==> src/rtl/spwm_pkg.sv <==
// rtl/spwm_pkg.sv - shared encodings for the SPWM carrier generator
package spwm_pkg;

    typedef enum logic [1:0] {
        MODE_TRI    = 2'd0,
        MODE_SAW_UP = 2'd1,
        MODE_SAW_DN = 2'd2,
        MODE_RSVD   = 2'd3
    } mode_t;

    typedef enum logic [1:0] {
        IDLE = 2'd0,
        INIT = 2'd1,
        RUN  = 2'd2
    } state_t;

endpackage

==> src/rtl/carrier_fold.sv <==
// rtl/carrier_fold.sv - combinational fold of a carrier phase into a carrier value
module carrier_fold
    import spwm_pkg::*;
#(
    parameter int CNT_W = 8
) (
    input  logic [CNT_W:0]   p,
    input  logic [CNT_W-1:0] peak,
    input  mode_t            mode,
    output logic [CNT_W-1:0] value
);

    always_comb begin
        value = '0;
        case (mode)
            // descending half of the triangle: 2*peak - p always lands in 1..peak
            MODE_TRI:    value = (p < {1'b0, peak}) ? p[CNT_W-1:0]
                                                    : CNT_W'({peak, 1'b0} - p);
            MODE_SAW_UP: value = p[CNT_W-1:0];
            MODE_SAW_DN: value = peak - p[CNT_W-1:0];
            default:     value = '0;
        endcase
    end

endmodule

==> src/rtl/phase_shifted_carrier_gen.sv <==
// rtl/phase_shifted_carrier_gen.sv - N_CH phase-shifted triangle/sawtooth carrier generator
module phase_shifted_carrier_gen
    import spwm_pkg::*;
#(
    parameter int N_CH  = 4,
    parameter int CNT_W = 8
) (
    input  logic                    clk,
    input  logic                    reset,
    input  logic                    start,
    input  logic                    stop,
    input  logic                    sync,
    input  logic                    step,
    input  logic [1:0]              mode,
    input  logic [CNT_W-1:0]        peak,
    input  logic [CNT_W:0]          phase_step,
    output logic [N_CH*CNT_W-1:0]   value,
    output logic                    peak_pulse,
    output logic                    valley_pulse,
    output logic                    running,
    output logic                    cfg_err
);

    localparam int PH_W  = CNT_W + 1;
    localparam int IDX_W = (N_CH > 1) ? $clog2(N_CH) : 1;

    state_t             state;
    state_t             state_nxt;

    logic [CNT_W-1:0]   sh_peak;
    mode_t              sh_mode;
    logic [PH_W-1:0]    sh_pstep;
    logic [PH_W-1:0]    sh_period;
    logic [PH_W-1:0]    wrap_max;

    logic [PH_W-1:0]    cand_period;
    logic               cfg_ok;
    logic               req_cfg;
    logic               accept;
    logic               reject;

    logic [PH_W-1:0]    acc;
    logic [PH_W:0]      acc_sum;
    logic [PH_W-1:0]    acc_nxt;
    logic [IDX_W-1:0]   init_idx;
    logic               init_last;
    logic               init_load;

    logic               run_step;
    logic               ph_upd;

    logic [PH_W-1:0]    phase    [N_CH];
    logic [CNT_W-1:0]   fold_val [N_CH];

    // candidate configuration is evaluated from the live inputs
    always_comb begin
        cand_period = (mode_t'(mode) == MODE_TRI) ? {peak, 1'b0}
                                                  : ({1'b0, peak} + PH_W'(1));
        cfg_ok      = (peak >= CNT_W'(2)) && (mode_t'(mode) != MODE_RSVD)
                      && (phase_step < cand_period);
        req_cfg     = !stop && ((start && state == IDLE) || (sync && state == RUN));
        accept      = req_cfg && cfg_ok;
        reject      = req_cfg && !cfg_ok;
    end

    always_comb begin
        wrap_max  = sh_period - PH_W'(1);
        acc_sum   = {1'b0, acc} + {1'b0, sh_pstep};
        acc_nxt   = (acc_sum >= {1'b0, sh_period}) ? PH_W'(acc_sum - {1'b0, sh_period})
                                                   : PH_W'(acc_sum);
        init_last = (init_idx == IDX_W'(N_CH - 1));
        init_load = (state == INIT) && !stop;
        run_step  = (state == RUN) && step && !stop && !accept;
    end

    always_ff @(posedge clk or negedge reset) begin
        if (!reset) begin
            state <= IDLE;
        end else begin
            state <= state_nxt;
        end
    end

    always_comb begin
        state_nxt = state;
        if (stop) begin
            state_nxt = IDLE;
        end else if (accept) begin
            state_nxt = INIT;
        end else if (state == INIT && init_last) begin
            state_nxt = RUN;
        end
    end

    assign running = (state == RUN);

    always_ff @(posedge clk or negedge reset) begin
        if (!reset) begin
            sh_peak   <= '0;
            sh_mode   <= MODE_TRI;
            sh_pstep  <= '0;
            sh_period <= '0;
            acc       <= '0;
            init_idx  <= '0;
            cfg_err   <= 1'b0;
        end else begin
            cfg_err <= reject;
            if (accept) begin
                sh_peak   <= peak;
                sh_mode   <= mode_t'(mode);
                sh_pstep  <= phase_step;
                sh_period <= cand_period;
                acc       <= '0;
                init_idx  <= '0;
            end else if (init_load) begin
                acc      <= acc_nxt;
                init_idx <= init_idx + IDX_W'(1);
            end
        end
    end

    // INIT seeds one channel per cycle; RUN advances all channels together
    always_ff @(posedge clk or negedge reset) begin
        if (!reset) begin
            for (int k = 0; k < N_CH; k++) begin
                phase[k] <= '0;
            end
        end else begin
            for (int k = 0; k < N_CH; k++) begin
                if (init_load && init_idx == IDX_W'(k)) begin
                    phase[k] <= acc;
                end else if (run_step) begin
                    phase[k] <= (phase[k] == wrap_max) ? '0 : phase[k] + PH_W'(1);
                end
            end
        end
    end

    for (genvar g = 0; g < N_CH; g++) begin : g_fold
        carrier_fold #(
            .CNT_W (CNT_W)
        ) u_fold (
            .p     (phase[g]),
            .peak  (sh_peak),
            .mode  (sh_mode),
            .value (fold_val[g])
        );
    end

    // ph_upd marks that the phases moved, so the next value load may raise an edge pulse
    always_ff @(posedge clk or negedge reset) begin
        if (!reset) begin
            ph_upd       <= 1'b0;
            value        <= '0;
            peak_pulse   <= 1'b0;
            valley_pulse <= 1'b0;
        end else begin
            ph_upd <= run_step || (init_load && init_last);
            if (state == RUN) begin
                for (int k = 0; k < N_CH; k++) begin
                    value[k*CNT_W +: CNT_W] <= fold_val[k];
                end
                peak_pulse   <= ph_upd && (fold_val[0] == sh_peak);
                valley_pulse <= ph_upd && (fold_val[0] == '0);
            end else begin
                peak_pulse   <= 1'b0;
                valley_pulse <= 1'b0;
            end
        end
    end

endmodule

==> config.mk <==
export PLATFORM = sky130hd
export DESIGN_NAME = phase_shifted_carrier_gen
export DESIGN_NICKNAME = d
export VERILOG_FILES = /design/src/rtl/spwm_pkg.sv /design/src/rtl/carrier_fold.sv /design/src/rtl/phase_shifted_carrier_gen.sv
export SDC_FILE = /design/constraint.sdc
export NUM_CORES = 1
export LEC_CHECK = 0
export ABC_AREA = 1
export BUFFER_PORTS_ARGS = -buffer_cell sky130_fd_sc_hd__buf_2
export CELL_PAD_IN_SITES_DETAIL_PLACEMENT = 0
export CELL_PAD_IN_SITES_GLOBAL_PLACEMENT = 1
export CORE_ASPECT_RATIO = 1.25
export CORE_UTILIZATION = 46
export DETAILED_ROUTE_END_ITERATION = 6
export GPL_ROUTABILITY_DRIVEN = 0
export HOLD_SLACK_MARGIN = 0.05
export PLACE_DENSITY = 0.9
export RECOVER_POWER = 50
export SLEW_MARGIN = 20
export SYNTH_ARGS = -nofsm -noshare
export SYNTH_HDL_FRONTEND = slang
export SYNTH_SLANG_ARGS = --single-unit
==> constraint.sdc <==
create_clock -name clk -period 3.6 [get_ports clk]
set_input_delay 0.72 -clock clk [delete_from_list [all_inputs] [get_ports clk]]
set_output_delay 0.72 -clock clk [all_outputs]
set_load 0.03 [all_outputs]
## Yosys cells after proc, flatten, opt, wreduce, memory -nomap -nowiden

Index checks and enable logic that the tools add are counted.

- Multiplexer cells: 31
- Reduce and logical (&&, ||, !) cells: 34
- Magnitude comparators: 7
- Add/sub/neg operators: 17
- Eq/ne operators: 13

Operators by type and width:

| operator | number |
|---|---|
| 9-bit two-way mux | 16 |
| 8-bit case mux with 3 select lines | 4 |
| 8-bit subtractor | 8 |
| 9-bit by 1-bit adder with 9-bit output, second input constant | 4 |
| 9-bit == test | 4 |
| 9-bit by 8-bit less-than comparator with 1-bit output | 4 |
| 8-bit two-way mux | 4 |
| 1-bit logical AND | 18 |
| 9-bit by 9-bit adder with 10-bit output | 1 |
| 10-bit by 9-bit greater-or-equal comparator with 1-bit output | 1 |
| 2-bit two-way mux | 5 |
| 2-bit nonzero test | 5 |
| 8-bit by 1-bit adder with 9-bit output, second input constant | 1 |
| 9-bit less-than comparator | 1 |
| 9-bit by 1-bit subtractor with 9-bit output, second input constant | 1 |
| 9-bit subtractor | 1 |
| 2-bit == test, second input constant | 4 |
| 8-bit == test | 1 |
| 8-bit by 2-bit greater-or-equal comparator with 1-bit output, second input constant | 1 |
| 2-bit logical NOT | 4 |
| 8-bit logical NOT | 1 |
| 2-bit by 1-bit == test with 1-bit output, second input constant | 3 |
| 1-bit logical NOT | 3 |
| 3-bit nonzero test | 1 |
| other kinds (4) | 6 |

- Register bits after elaboration: 113
- Input port bits: 25

## Logic depth before layout (Yosys ltp)

- Depth in word-level cells: 9
- Gate-level depth with buffers: 20

## By module

Synthesis repeated with hierarchy kept, for this count alone.

- Cell total of the unflattened synthesis: 1983
- Area total of the unflattened synthesis: 12532.0 um^2

By module, submodules not included:

| module | instances | seq. area each (um^2) | cells each | area an instance (um^2) |
|---|---|---|---|---|
| phase_shifted_carrier_gen | 1 | 2827.7 | 1128 | 7867.5 |
| carrier_fold (g_fold[0].u_fold ...) | 3 | 0.0 | 211 | 1153.6 |
| carrier_fold (g_fold[2].u_fold) | 1 | 0.0 | 222 | 1203.7 |

## Worst setup path before layout

OpenSTA, ideal clock, no wires.

- Path type: register to register
- Start point: reg acc[0]
- End point: reg acc[3]
- Clock period less this slack: 3.118 ns
- Cell stages (with the launch flop): 21
- Arrival: 3.000 ns
- Slack: 0.482 ns
- Path through: dfrtp_1 -> ha_1 -> inv_1 -> fa_1 -> o21ai_0 -> nand2_1 -> nand2_1 -> a21oi_1 -> xor2_1 -> inv_1 -> ha_1 -> inv_1 -> nor3_1 -> a21oi_1 -> o21ai_2 -> nand2_1 -> nand3_2 -> buf_6 -> a21oi_1 -> o21bai_1 -> inv_1

- Word-level cells in the longest chain between the ends: 5
- Elaborated cells on any way between the ends: 6
- Classes of those cells: add/sub: 2; order compare: 1; mux: 3

Ends and longest elaborated chain:

| what | line | text |
|---|---|---|
| from (decl) | phase_shifted_carrier_gen.sv:42 | `logic [PH_W-1:0] acc;` |
| from (signal assigned) | phase_shifted_carrier_gen.sv:116 | `acc <= acc_nxt;` |
| 9-bit by 9-bit adder with 10-bit output (*) | phase_shifted_carrier_gen.sv:68 | `acc_sum = {1'b0, acc} + {1'b0, sh_pstep};` |
| 9-bit subtractor or 10-bit by 9-bit greater-or-equal comparator with 1-bit output (tied branches) | phase_shifted_carrier_gen.sv:69 | `acc_nxt = (acc_sum >= {1'b0, sh_period}) ? PH_W'(acc_sum - {1'b0, sh_period})` |
| 9-bit two-way mux (*) | phase_shifted_carrier_gen.sv:69 |  |
| 9-bit two-way mux (*) | phase_shifted_carrier_gen.sv:115 | `end else if (init_load) begin` |
| 9-bit two-way mux (*) | phase_shifted_carrier_gen.sv:108 | `if (accept) begin` |

Every way passes the cells marked *; elsewhere a longest branch is shown, timed or not. The select of a mux whose other input is x is not followed.
A chain may end at the register's enable or synchronous reset.

## Final worst setup path

- Start point: reg acc[6]
- End point: reg acc[3]

- Word-level cells in the longest chain between the ends: 5

Ends and longest elaborated chain:

| what | line |
|---|---|
| 9-bit by 9-bit adder with 10-bit output | phase_shifted_carrier_gen.sv:68 |
| 10-bit by 9-bit greater-or-equal comparator with 1-bit output | phase_shifted_carrier_gen.sv:69 |
| 9-bit two-way mux | phase_shifted_carrier_gen.sv:69 |
| 9-bit two-way mux | phase_shifted_carrier_gen.sv:115 |
| 9-bit two-way mux | phase_shifted_carrier_gen.sv:108 |

Every way passes these cells. The select of a mux whose other input is x is not followed.

==> out/metrics.cfg <==
[drt]
top_layer_used = met4
dr.pass1.iters = 5
routed-wl-met3_mm = 1.673
m1WireLength_mm = 15.01
vias = 11040
drt_wl_total_mm = 34.97
drt_iter0_markers = 667
wl_per_cell_um = 17.15
drtAntennaViolNets = 0
avgViaCountPerCell = 5.416
drc_errors = 0
wl_met2_mm = 16.23

[critical_path]
r2r_end = acc[3]
path_class = reg -> reg
ff2ff_path_depth = 16
crit_required_ns = 3.92
ff2ff_setup_slack_ns = 0.34
reg2reg_from = acc[6]
arrival_ns = 3.59
cp-end-kind = flip-flop
cp_max_fo = 8
cp-start-kind = flip-flop

[synth]
synth.avg_cell_area_um2 = 6.996
ys_warn_count = 0
synth_area_um2 = 11400
synthFlopType = dfrtp_1
synth_edf_count = 0
async_flop_share = 1.000
synth_seq_area_share = 0.2481
synth.net_count = 1785
synth.distinct_cells = 54
syn_inst = 1629
ys_seq_elements = 113

[cells_and_area]
fin_area_um2 = 12690
drive_gt1_frac = 0.1182
layout_commonest_cell = nand2_1
final_cell_mix = 497 x nand2_1, 176 x inv_1, 127 x nand3_1
area_growth_pct = 11.36
fin_nets = 1852
antenna_cells = 0

[worst_hold_path]
min-delay-start = value[28]
min_path_type = reg -> reg
holdPathEnd = value[28]
holdPathStages = 2

[grt]
grt_max_degree = 45
grt_pass1_wl_mm = 54.99
grt_antenna_before_repair = 0
grt_pass1_vias = 10410
grt_use_total = 0.2855
overflow = 0

[cts]
numCtsBuffers = 17
cts_tree = done
clockRootBuffer = clkbuf_16
clock_latency_ns = 0.43
htreeDepth = 4
cts_sinks = 113
clock_path_buffers = 2
path_clk_slew_ns = 0.06

[timing]
maxSlewViolCount = 43
finalSetupViolCount = 0
tns_ns = 0
final-hold-violation-count = 0
period_share = 0.9064
relSlewSlack = -0.5904
rsz0062_at_grt = no
period_minus_slack_ns = 3.263
fmax_mhz = 306.5
worst_pin_slew_ns = 2.386
fin_worst_skew_ns = 0.007849

[outcome]
violations = capacitance limit, slew limit
status = finished with violations

[floorplan]
core_um2 = 24420
die_y_um = 178.0
die_w_um = 142.8
io_pins = 61
initial_core_util = 0.4666
rows = 64
dieArea_um2 = 25410

[placed_design]
placed_cell_area_um2 = 12090
portBuffers = 60
dp.final_hpwl_mm = 26.83

[run]
drv_cap = 1

[power_and_ir_drop]
p_per_area_nw_per_um2 = 866.9
p_leak_nw = 6.813
peakVddDrop_mv = 1.081

==> sequential cells by signal, indices dropped and copies added (netlist names) <==
signal / count
state: 2
cfg_err: 1
sh_period: 9
sh_mode: 2
phase: 36
init_idx: 2
valley_pulse: 1
peak_pulse: 1
sh_pstep: 9
value: 32
acc: 9
ph_upd: 1
sh_peak: 8
==> metal layers <==
metal,global-route usage,vias up
li1,-,5451
met3,0.03866,119
met1,0.3513,5115
met4,0.1698,0
met5,0,-
met2,0.4753,359
==> worst max-delay path by stage <==
stage	slack (ns)	end	depth (start not counted)	startpoint
finish	0.34	acc[3]	16	acc[6]
global route	0.01	acc[3]	20	sh_pstep[0]
CTS	0.1	acc[3]	19	acc[1]
detailed placement	0.11	acc[3]	19	acc[1]
global placement	0.25	acc[6]	19	acc[1]
floorplan	0.48	acc[3]	20	acc[0]
==> area by class of cell <==
type | count | area, µm²
clock buffers | 21 | 440.4
clock inverters | 11 | 138.9
fillers | 2447 | 11730
inverters | 199 | 754.5
multi-input cells | 1282 | 7656
flip-flops and latches | 113 | 2829
well taps | 330 | 412.9
repair buffers | 83 | 459.2
==> Yosys cell counts, types with 8 or more instances <==
| cell type | count | share of area |
|---|---|---|
| a21oi_1 | 105 | 0.046 |
| buf_2 | 12 | 0.0053 |
| clkbuf_1 | 12 | 0.0040 |
| dfrtp_1 | 113 | 0.25 |
| fa_1 | 10 | 0.018 |
| ha_1 | 121 | 0.13 |
| inv_1 | 176 | 0.058 |
| inv_2 | 17 | 0.0056 |
| mux2_2 | 8 | 0.0079 |
| nand2_1 | 498 | 0.16 |
| nand2_2 | 18 | 0.0099 |
| nand3_1 | 127 | 0.056 |
| nand3_2 | 24 | 0.021 |
| nand4_1 | 22 | 0.012 |
| nor2_1 | 72 | 0.024 |
| nor2_2 | 8 | 0.0044 |
| nor3_1 | 16 | 0.0070 |
| o211ai_1 | 11 | 0.0072 |
| o21ai_0 | 74 | 0.032 |
| o21bai_1 | 11 | 0.0072 |
| xnor2_1 | 24 | 0.018 |
| xor2_1 | 68 | 0.052 |
==> worst max-delay path, stage by stage (launching register included) <==
cell and delay, ns:
dfrtp_1 0.56, ha_1 0.47, nand2_1 0.09, o21a_1 0.19, nand2_1 0.10, xor2_1 0.29, ha_1 0.29, inv_1 0.13
nor3_2 0.08, a21oi_1 0.19, o21ai_2 0.10, nand2_2 0.14, nand3_4 0.13, nor2_1 0.15, a21oi_1 0.05, o21bai_1 0.14
inv_1 0.05
==> power breakdown <==
| group | internal [mW] | switching [mW] | total, mW |
|---|---|---|---|
| Clock | 1.08 | 0.620 | 1.70 |
| Combinational | 2.61 | 4.63 | 7.24 |
| Sequential | 1.57 | 0.494 | 2.06 |
==> timing repair <==
item,4_1_cts,5_1_grt
resized for setup,0,8
setup buffers,0,1
hold endpoints to repair,0,0
setup endpoints to repair,0,9
hold buffers,0,0
==> logic make-up after synthesis <==
| family | count (synthesis) | synth area share |
|---|---|---|
| flip-flops | 113 | 0.2481 |
| buffers and inverters | 235 | 0.08377 |
| adder cells (fa/ha/maj) | 131 | 0.1504 |
| AO/OA/AOI/OAI | 239 | 0.1178 |
| XOR/XNOR | 92 | 0.07071 |
| AND/OR/NAND/NOR | 811 | 0.3213 |
| multiplexers | 8 | 0.007905 |
==> per-stage QoR <==
step	utilization	hold WS (ns)	power (mW)	worst slack, ns	std cells
floorplan	-	0.4244	7.257	0.4819	1629
global placement	0.4951	0.4562	8.913	0.2513	2005
detailed placement	0.4951	0.4602	9.028	0.1078	2005
CTS	0.5188	0.3043	10.77	0.09567	2037
global route	0.5196	0.4937	12.01	0.01073	2039
finish	0.5196	0.4721	11.00	0.3369	2039
Power figures use the tool's default switching activity.
